File: src/rtl/sgb_mem_arbiter.sv
// sgb_mem_arbiter
//   Shares one 16-bit external memory port (SDRAM controller side) between the
//   SNES cartridge ROM fetch path (word reads) and the Game Boy cartridge bus
//   (byte reads of GB ROM, byte writes of GB cart RAM). SNES has fixed
//   priority unless a GB request has waited MAX_WAIT cycles or more. Only one
//   memory transaction is outstanding at a time.
//
//   Optional build macro: SGB_ARB_GB_CACHE_EN adds a one-word GB read cache
//   so that repeated GB reads of the same word skip the memory port.
//
// Ports
//   clk, rst_n            clock, asynchronous active-low reset
//   snes_req/snes_addr    SNES word-read pulse and 24-bit word address
//   snes_q/snes_valid     SNES read data and its 1-cycle valid pulse
//   gb_rd/gb_wr           GB byte read / byte write pulses
//   gb_addr/gb_wdata      GB 23-bit byte address and write byte
//   gb_q/gb_done          GB read byte and 1-cycle done pulse (reads and writes)
//   mem_req..mem_be       memory request (level, held until mem_ack) and fields
//   mem_ack/mem_q         memory completion pulse and read data

module sgb_mem_arbiter #(
    parameter logic [23:0] GB_ROM_BASE = 24'h400000,
    parameter logic [23:0] GB_RAM_BASE = 24'h7E0000,
    parameter int          MAX_WAIT    = 8
) (
    input  logic        clk,
    input  logic        rst_n,
    input  logic        snes_req,
    input  logic [23:0] snes_addr,
    output logic [15:0] snes_q,
    output logic        snes_valid,
    input  logic        gb_rd,
    input  logic        gb_wr,
    input  logic [22:0] gb_addr,
    input  logic [7:0]  gb_wdata,
    output logic [7:0]  gb_q,
    output logic        gb_done,
    output logic        mem_req,
    output logic        mem_we,
    output logic [23:0] mem_addr,
    output logic [15:0] mem_wdata,
    output logic [1:0]  mem_be,
    input  logic        mem_ack,
    input  logic [15:0] mem_q
);

    localparam logic [7:0] MAX_WAIT_W = 8'(MAX_WAIT);

    typedef enum logic [1:0] {IDLE, SNES, GB} state_t;

    state_t state, state_nx;

    // Pending request holding registers
    logic        snes_pend;
    logic [23:0] snes_addr_r;
    logic        gb_pend;
    logic [22:0] gb_addr_r;
    logic [7:0]  gb_wdata_r;
    logic        gb_we_r;
    logic [7:0]  gb_wait;

    // Attributes of the GB transaction in flight; the pending fields may be
    // overwritten by a new pulse while it is outstanding.
    logic        cur_we;
    logic        cur_lsb;
    logic [21:0] cur_tag;

    logic        grant_snes, grant_gb;
    logic        snes_ack, gb_ack;
    logic        cache_hit;
    logic [7:0]  hit_byte;
    logic        gb_pulse;
    logic [23:0] gb_rom_addr, gb_ram_addr;

    assign snes_ack = (state == SNES) && mem_ack;
    assign gb_ack   = (state == GB) && mem_ack;

    // Address arithmetic wraps modulo 2^24
    assign gb_rom_addr = GB_ROM_BASE + {2'b00, gb_addr_r[22:1]};
    assign gb_ram_addr = GB_RAM_BASE + {8'h00, gb_addr_r[16:1]};

`ifdef SGB_ARB_GB_CACHE_EN
    logic        cache_vld;
    logic [21:0] cache_tag;
    logic [15:0] cache_data;

    // A hit colliding with a GB completion is treated as a miss so that the
    // single gb_q/gb_done slot is never claimed twice in one cycle.
    assign cache_hit = gb_rd && !gb_wr && cache_vld && !gb_ack &&
                       (cache_tag == gb_addr[22:1]);
    assign hit_byte  = gb_addr[0] ? cache_data[15:8] : cache_data[7:0];

    always_ff @(posedge clk or negedge rst_n) begin
        if (!rst_n) begin
            cache_vld  <= 1'b0;
            cache_tag  <= '0;
            cache_data <= '0;
        end else if (gb_wr || (gb_ack && cur_we)) begin
            cache_vld <= 1'b0;
        end else if (gb_ack && !(gb_pend && gb_we_r)) begin
            // Skip the fill if a write is already queued behind this read
            cache_vld  <= 1'b1;
            cache_tag  <= cur_tag;
            cache_data <= mem_q;
        end
    end
`else
    assign cache_hit = 1'b0;
    assign hit_byte  = 8'h00;
`endif

    assign gb_pulse = (gb_rd || gb_wr) && !cache_hit;

    // Grant decision and state sequencing
    always_comb begin
        state_nx   = state;
        grant_snes = 1'b0;
        grant_gb   = 1'b0;
        case (state)
            IDLE: begin
                if (snes_pend && gb_pend) begin
                    if (gb_wait < MAX_WAIT_W) grant_snes = 1'b1;
                    else                      grant_gb   = 1'b1;
                end else if (snes_pend) begin
                    grant_snes = 1'b1;
                end else if (gb_pend) begin
                    grant_gb = 1'b1;
                end
                if (grant_snes)    state_nx = SNES;
                else if (grant_gb) state_nx = GB;
            end
            SNES:    if (mem_ack) state_nx = IDLE;
            GB:      if (mem_ack) state_nx = IDLE;
            default: state_nx = IDLE;
        endcase
    end

    always_ff @(posedge clk or negedge rst_n) begin
        if (!rst_n) state <= IDLE;
        else        state <= state_nx;
    end

    always_ff @(posedge clk or negedge rst_n) begin
        if (!rst_n) begin
            snes_pend   <= 1'b0;
            snes_addr_r <= '0;
            gb_pend     <= 1'b0;
            gb_addr_r   <= '0;
            gb_wdata_r  <= '0;
            gb_we_r     <= 1'b0;
            gb_wait     <= '0;
            cur_we      <= 1'b0;
            cur_lsb     <= 1'b0;
            cur_tag     <= '0;
            mem_req     <= 1'b0;
            mem_we      <= 1'b0;
            mem_addr    <= '0;
            mem_wdata   <= '0;
            mem_be      <= '0;
            snes_q      <= '0;
            snes_valid  <= 1'b0;
            gb_q        <= '0;
            gb_done     <= 1'b0;
        end else begin
            // A new pulse wins over the grant-cycle clear, so a request for
            // the transaction being launched is kept as a fresh pending one.
            if (snes_req) begin
                snes_pend   <= 1'b1;
                snes_addr_r <= snes_addr;
            end else if (grant_snes) begin
                snes_pend <= 1'b0;
            end

            if (gb_pulse) begin
                gb_pend    <= 1'b1;
                gb_addr_r  <= gb_addr;
                gb_wdata_r <= gb_wdata;
                gb_we_r    <= gb_wr;
            end else if (grant_gb) begin
                gb_pend <= 1'b0;
            end

            if (grant_gb)                       gb_wait <= '0;
            else if (gb_pend && gb_wait != 8'hFF) gb_wait <= gb_wait + 8'd1;

            // Memory fields load only at grant, so they stay put while mem_req=1
            if (grant_snes) begin
                mem_req   <= 1'b1;
                mem_we    <= 1'b0;
                mem_addr  <= snes_addr_r;
                mem_wdata <= '0;
                mem_be    <= 2'b11;
            end else if (grant_gb) begin
                mem_req   <= 1'b1;
                mem_we    <= gb_we_r;
                mem_addr  <= gb_we_r ? gb_ram_addr : gb_rom_addr;
                mem_wdata <= gb_we_r ? {gb_wdata_r, gb_wdata_r} : 16'h0000;
                mem_be    <= !gb_we_r ? 2'b11 : (gb_addr_r[0] ? 2'b10 : 2'b01);
                cur_we    <= gb_we_r;
                cur_lsb   <= gb_addr_r[0];
                cur_tag   <= gb_addr_r[22:1];
            end else if (mem_ack && state != IDLE) begin
                mem_req <= 1'b0;
            end

            snes_valid <= snes_ack;
            if (snes_ack) snes_q <= mem_q;

            gb_done <= gb_ack || cache_hit;
            if (gb_ack && !cur_we) gb_q <= cur_lsb ? mem_q[15:8] : mem_q[7:0];
            else if (cache_hit)    gb_q <= hit_byte;
        end
    end

endmodule

File: config.mk
export PLATFORM = sky130hd
export DESIGN_NAME = sgb_mem_arbiter
export DESIGN_NICKNAME = d
export VERILOG_FILES = /design/src/rtl/sgb_mem_arbiter.sv
export SDC_FILE = /design/constraint.sdc
export NUM_CORES = 1
export LEC_CHECK = 0
export CORE_ASPECT_RATIO = 0.5
export CORE_MARGIN = 3
export CORE_UTILIZATION = 39
export DETAILED_ROUTE_END_ITERATION = 10
export GPL_ROUTABILITY_DRIVEN = 1
export GPL_TIMING_DRIVEN = 0
export PLACE_DENSITY = 0.73
export SETUP_SLACK_MARGIN = 0.15
export SLEW_MARGIN = 15
export SYNTH_ARGS = -nofsm -noshare
export SYNTH_HDL_FRONTEND = slang
export SYNTH_SLANG_ARGS = --single-unit
File: constraint.sdc
create_clock -name clk -period 2.7 [get_ports clk]
set_clock_uncertainty 0.2 [all_clocks]
set_input_delay 0.54 -clock clk [delete_from_list [all_inputs] [get_ports clk]]
set_output_delay 0.54 -clock clk [all_outputs]
set_load 0.1 [all_outputs]
==> flow_summary.ini, run 1 <==
[floorplanning]
design.die.area_um2 = 15400
initial_utilization_pct = 41.3
die_w_um = 173
row_count = 29
fp.coreArea_um2 = 13100
die_h_um = 89.3
io_pins = 147

[critical_path]
critical_path_required_ns = 1.96
endpoint_kind = primary output
criticalPathCategory = flip-flop to primary output
cp-start-kind = flip-flop
arrival_ns = 1.76
worstRegToRegCells = 8
crit_fanout = 3

[placed_design]
hpwl_mm = 9.04
io_buffers = 145
routabilityCongestion = 0.734

[timing]
max_slew_margin_pct = 33.2
timing_hold_violations_final = 0
fmax_mhz = 401
fin_crit_sh_pct = 92.4
whs_ns = 0.273
finalMaxSlewViolations = 0
setup_viol = 0
final.setup.tns_ns = 0
fin_crit_ns = 2.50
tightest_slew_ns = 1.01
rsz0062_at_grt = no

[layout]
diodes = 0
fill_cells = 1075
nNetsFinal = 655
syn2layout_area_growth_pct = 40.8
seq_area_um2 = 3300
drive_above_1_share_pct = 21.0
multiInputGateArea_um2 = 1910
utilization_pct = 58.2

[grt]
met2_usage_pct = 29.0
use_met3_pct = 3.90
grt_max_degree = 75
grt_overflow = 0
antenna_found_initial = 0
met1_usage_pct = 21.3
grt_pass1_vias = 3932
grt.busiest_layer = met2
grt_pass1_wl_mm = 20.2
grt.total_usage_pct = 16.7

[synth]
synth_ff_type = dfrtp_1
synth.ff_latch_count = 132
synthDistinctLibCells = 42
synthCells = 407
async_flop_share_pct = 100
synth_area_um2 = 5410
synth.avg_cell_area_um2 = 13.3
synth_edf_count = 0
ys_seq_area_share_pct = 61.0
yosysWarnings = 0
synth.net_count = 488

[clock_tree]
clk_latency_ns = 0.40
h-tree-depth = 4
clk_pin_slew_ns = 0.06
cts_buffer_depth = 2
tritoncts = yes
cts_root_buf = clkbuf_16
cts.sinks = 132
cts_made_buffers = 17

[route]
routedWlPerCell_um = 16.5
avgViaCountPerCell = 4.92
remaining_drc_errors = 0
num_vias = 3805
drt_pass1_iterations = 4
wirelength_mm = 12.8
ant_nets = 0
first_iter_violations = 199

[job]
drv_cap = 0

[min_path]
hold_path_depth = 1
hp-class = flip-flop to flip-flop

[run_status]
status = complete, no violations
-- cells by family (layout without fill, tap and decap cells) --
group	after synthesis	in the layout	share of synthesized area, %
multiplexers	78	78	16.0
AO/OA/AOI/OAI	86	86	12.4
flip-flops	132	132	61.0
buffers and inverters	41	221	3.65
AND/OR/NAND/NOR	63	63	5.50
adder cells (fa/ha/maj)	4	4	0.925
XOR/XNOR	3	3	0.486
-- final cells by class --
type / count / share of cell area, %
flip-flops and latches: 132 / 43.3
multi-input cells: 234 / 25.1
repair buffers: 148 / 18.5
clock buffers: 19 / 5.81
well taps: 186 / 3.05
plain buffers: 29 / 2.00
clock inverters: 13 / 1.61
inverters: 12 / 0.591
-- metrics by stage --
stage / worst slack [ns] / cells / cell area (um2)
floorplan: 0.563 / 407 / 5410
global placement: -4.38 / 738 / 7100
detailed placement: 0.0324 / 739 / 7130
CTS: 0.176 / 773 / 7620
global route: 0.165 / 773 / 7620
finish: 0.204 / 773 / 7620
-- routing by layer --
layer | wire length (um) | vias up
met1 | 5750 | 1900
met5 | 0 | -
li1 | - | 1804
met4 | 121 | 0
met3 | 534 | 15
met2 | 6380 | 86
-- worst paths after layout --
| check | slack [ns] | end | from |
|---|---|---|---|
| max in group asynchronous | 1.06 | gb_wait[7] | rst_n |
| min in group asynchronous | 0.48 | snes_addr_r[12] | rst_n |
| min reg2reg | 0.27 | mem_addr[1] | snes_addr_r[1] |
| min | 0.27 | mem_addr[1] | snes_addr_r[1] |
| max reg2reg | 0.42 | mem_be[1] | state[1] |
| max | 0.20 | mem_wdata[11] | mem_wdata[11] |
-- layout by cell type (no fill, tap or decap), types with 2 or more instances in the layout --
master           synthesis  routed
a211oi_1                 3       3
a21o_1                  16      16
a21oi_1                  8       8
a221o_1                  4       4
a22o_1                  26      26
a31oi_1                  2       2
and3_1                   5       5
buf_1                    2       2
buf_2                    5       5
buf_4                    8       9
buf_6                    1       2
clkbuf_1                13      14
clkbuf_16                0      17
clkdlybuf4s15_1          0       2
clkdlybuf4s50_1          0      74
clkinv_2                 0       2
clkinv_4                 0       2
clkinvlp_4               0       4
dfrtp_1                132     132
dlygate4sd2_1            0      68
ha_1                     4       4
inv_1                   12      12
inv_6                    0       4
mux2_2                  69      69
mux2i_1                  9       9
nand2_1                 24      24
nand3_1                  4       4
nand4_1                  2       2
nor2_1                  18      18
nor3_1                   3       3
o21ai_0                 15      15
o21bai_1                 2       2
xor2_1                   3       3
-- cells in the mapped netlist, drive strengths merged (2+ instances only) --
master / count / area share (%)
clkbuf: 13 / 0.90
a21o: 16 / 2.2
dfrtp: 132 / 61
o21bai: 2 / 0.28
nand3: 4 / 0.37
a221o: 4 / 0.74
mux2i: 9 / 1.7
nor3: 4 / 0.46
and3: 5 / 0.58
a211oi: 3 / 0.42
inv: 12 / 0.83
a311oi: 2 / 0.65
buf: 16 / 1.9
xor2: 3 / 0.49
nand2: 24 / 1.7
a21oi: 8 / 0.74
nor2: 19 / 1.4
a31oi: 2 / 0.23
ha: 4 / 0.92
a22o: 26 / 4.2
nand4: 2 / 0.23
o21ai: 15 / 1.4
mux2: 69 / 14
-- state kept, by name (all words and copies together), names as in the netlist, 2 cells and up --
signal       cells
gb_addr_r       23
gb_q             8
gb_wait          8
gb_wdata_r       8
mem_addr        24
mem_be           2
mem_wdata        8
snes_addr_r     24
snes_q          16
state            2
-- critical path, stage by stage, from the launching register on --
cell           delay [ns]
dfrtp_1              0.39
buf_4                0.12
dlygate4sd2_1        0.84
-- timing repair --
| action | CTS | global route |
|---|---|---|
| hold buffers | 1 | 0 |
| cloned | 0 | 0 |
| setup endpoints to repair | 77 | 2 |
| pin swaps | 1 | 0 |
| endpoints found under the hold margin | 58 | 0 |
| gates resized for setup | 70 | 2 |
| setup buffers | 1 | 0 |
Power of run 1 is left out: the tool's default activity adds up to more than one toggle a clock period on the data nets, which glitch-free logic cannot reach.
==> run 2, diff against run 1 <==
Settings changed: SKIP_LAST_GASP set to 1.
==> results of run 2 <==
Final layout, timing and power as in run 1 (identical DEF).
Power of run 2 is left out for the same reason.
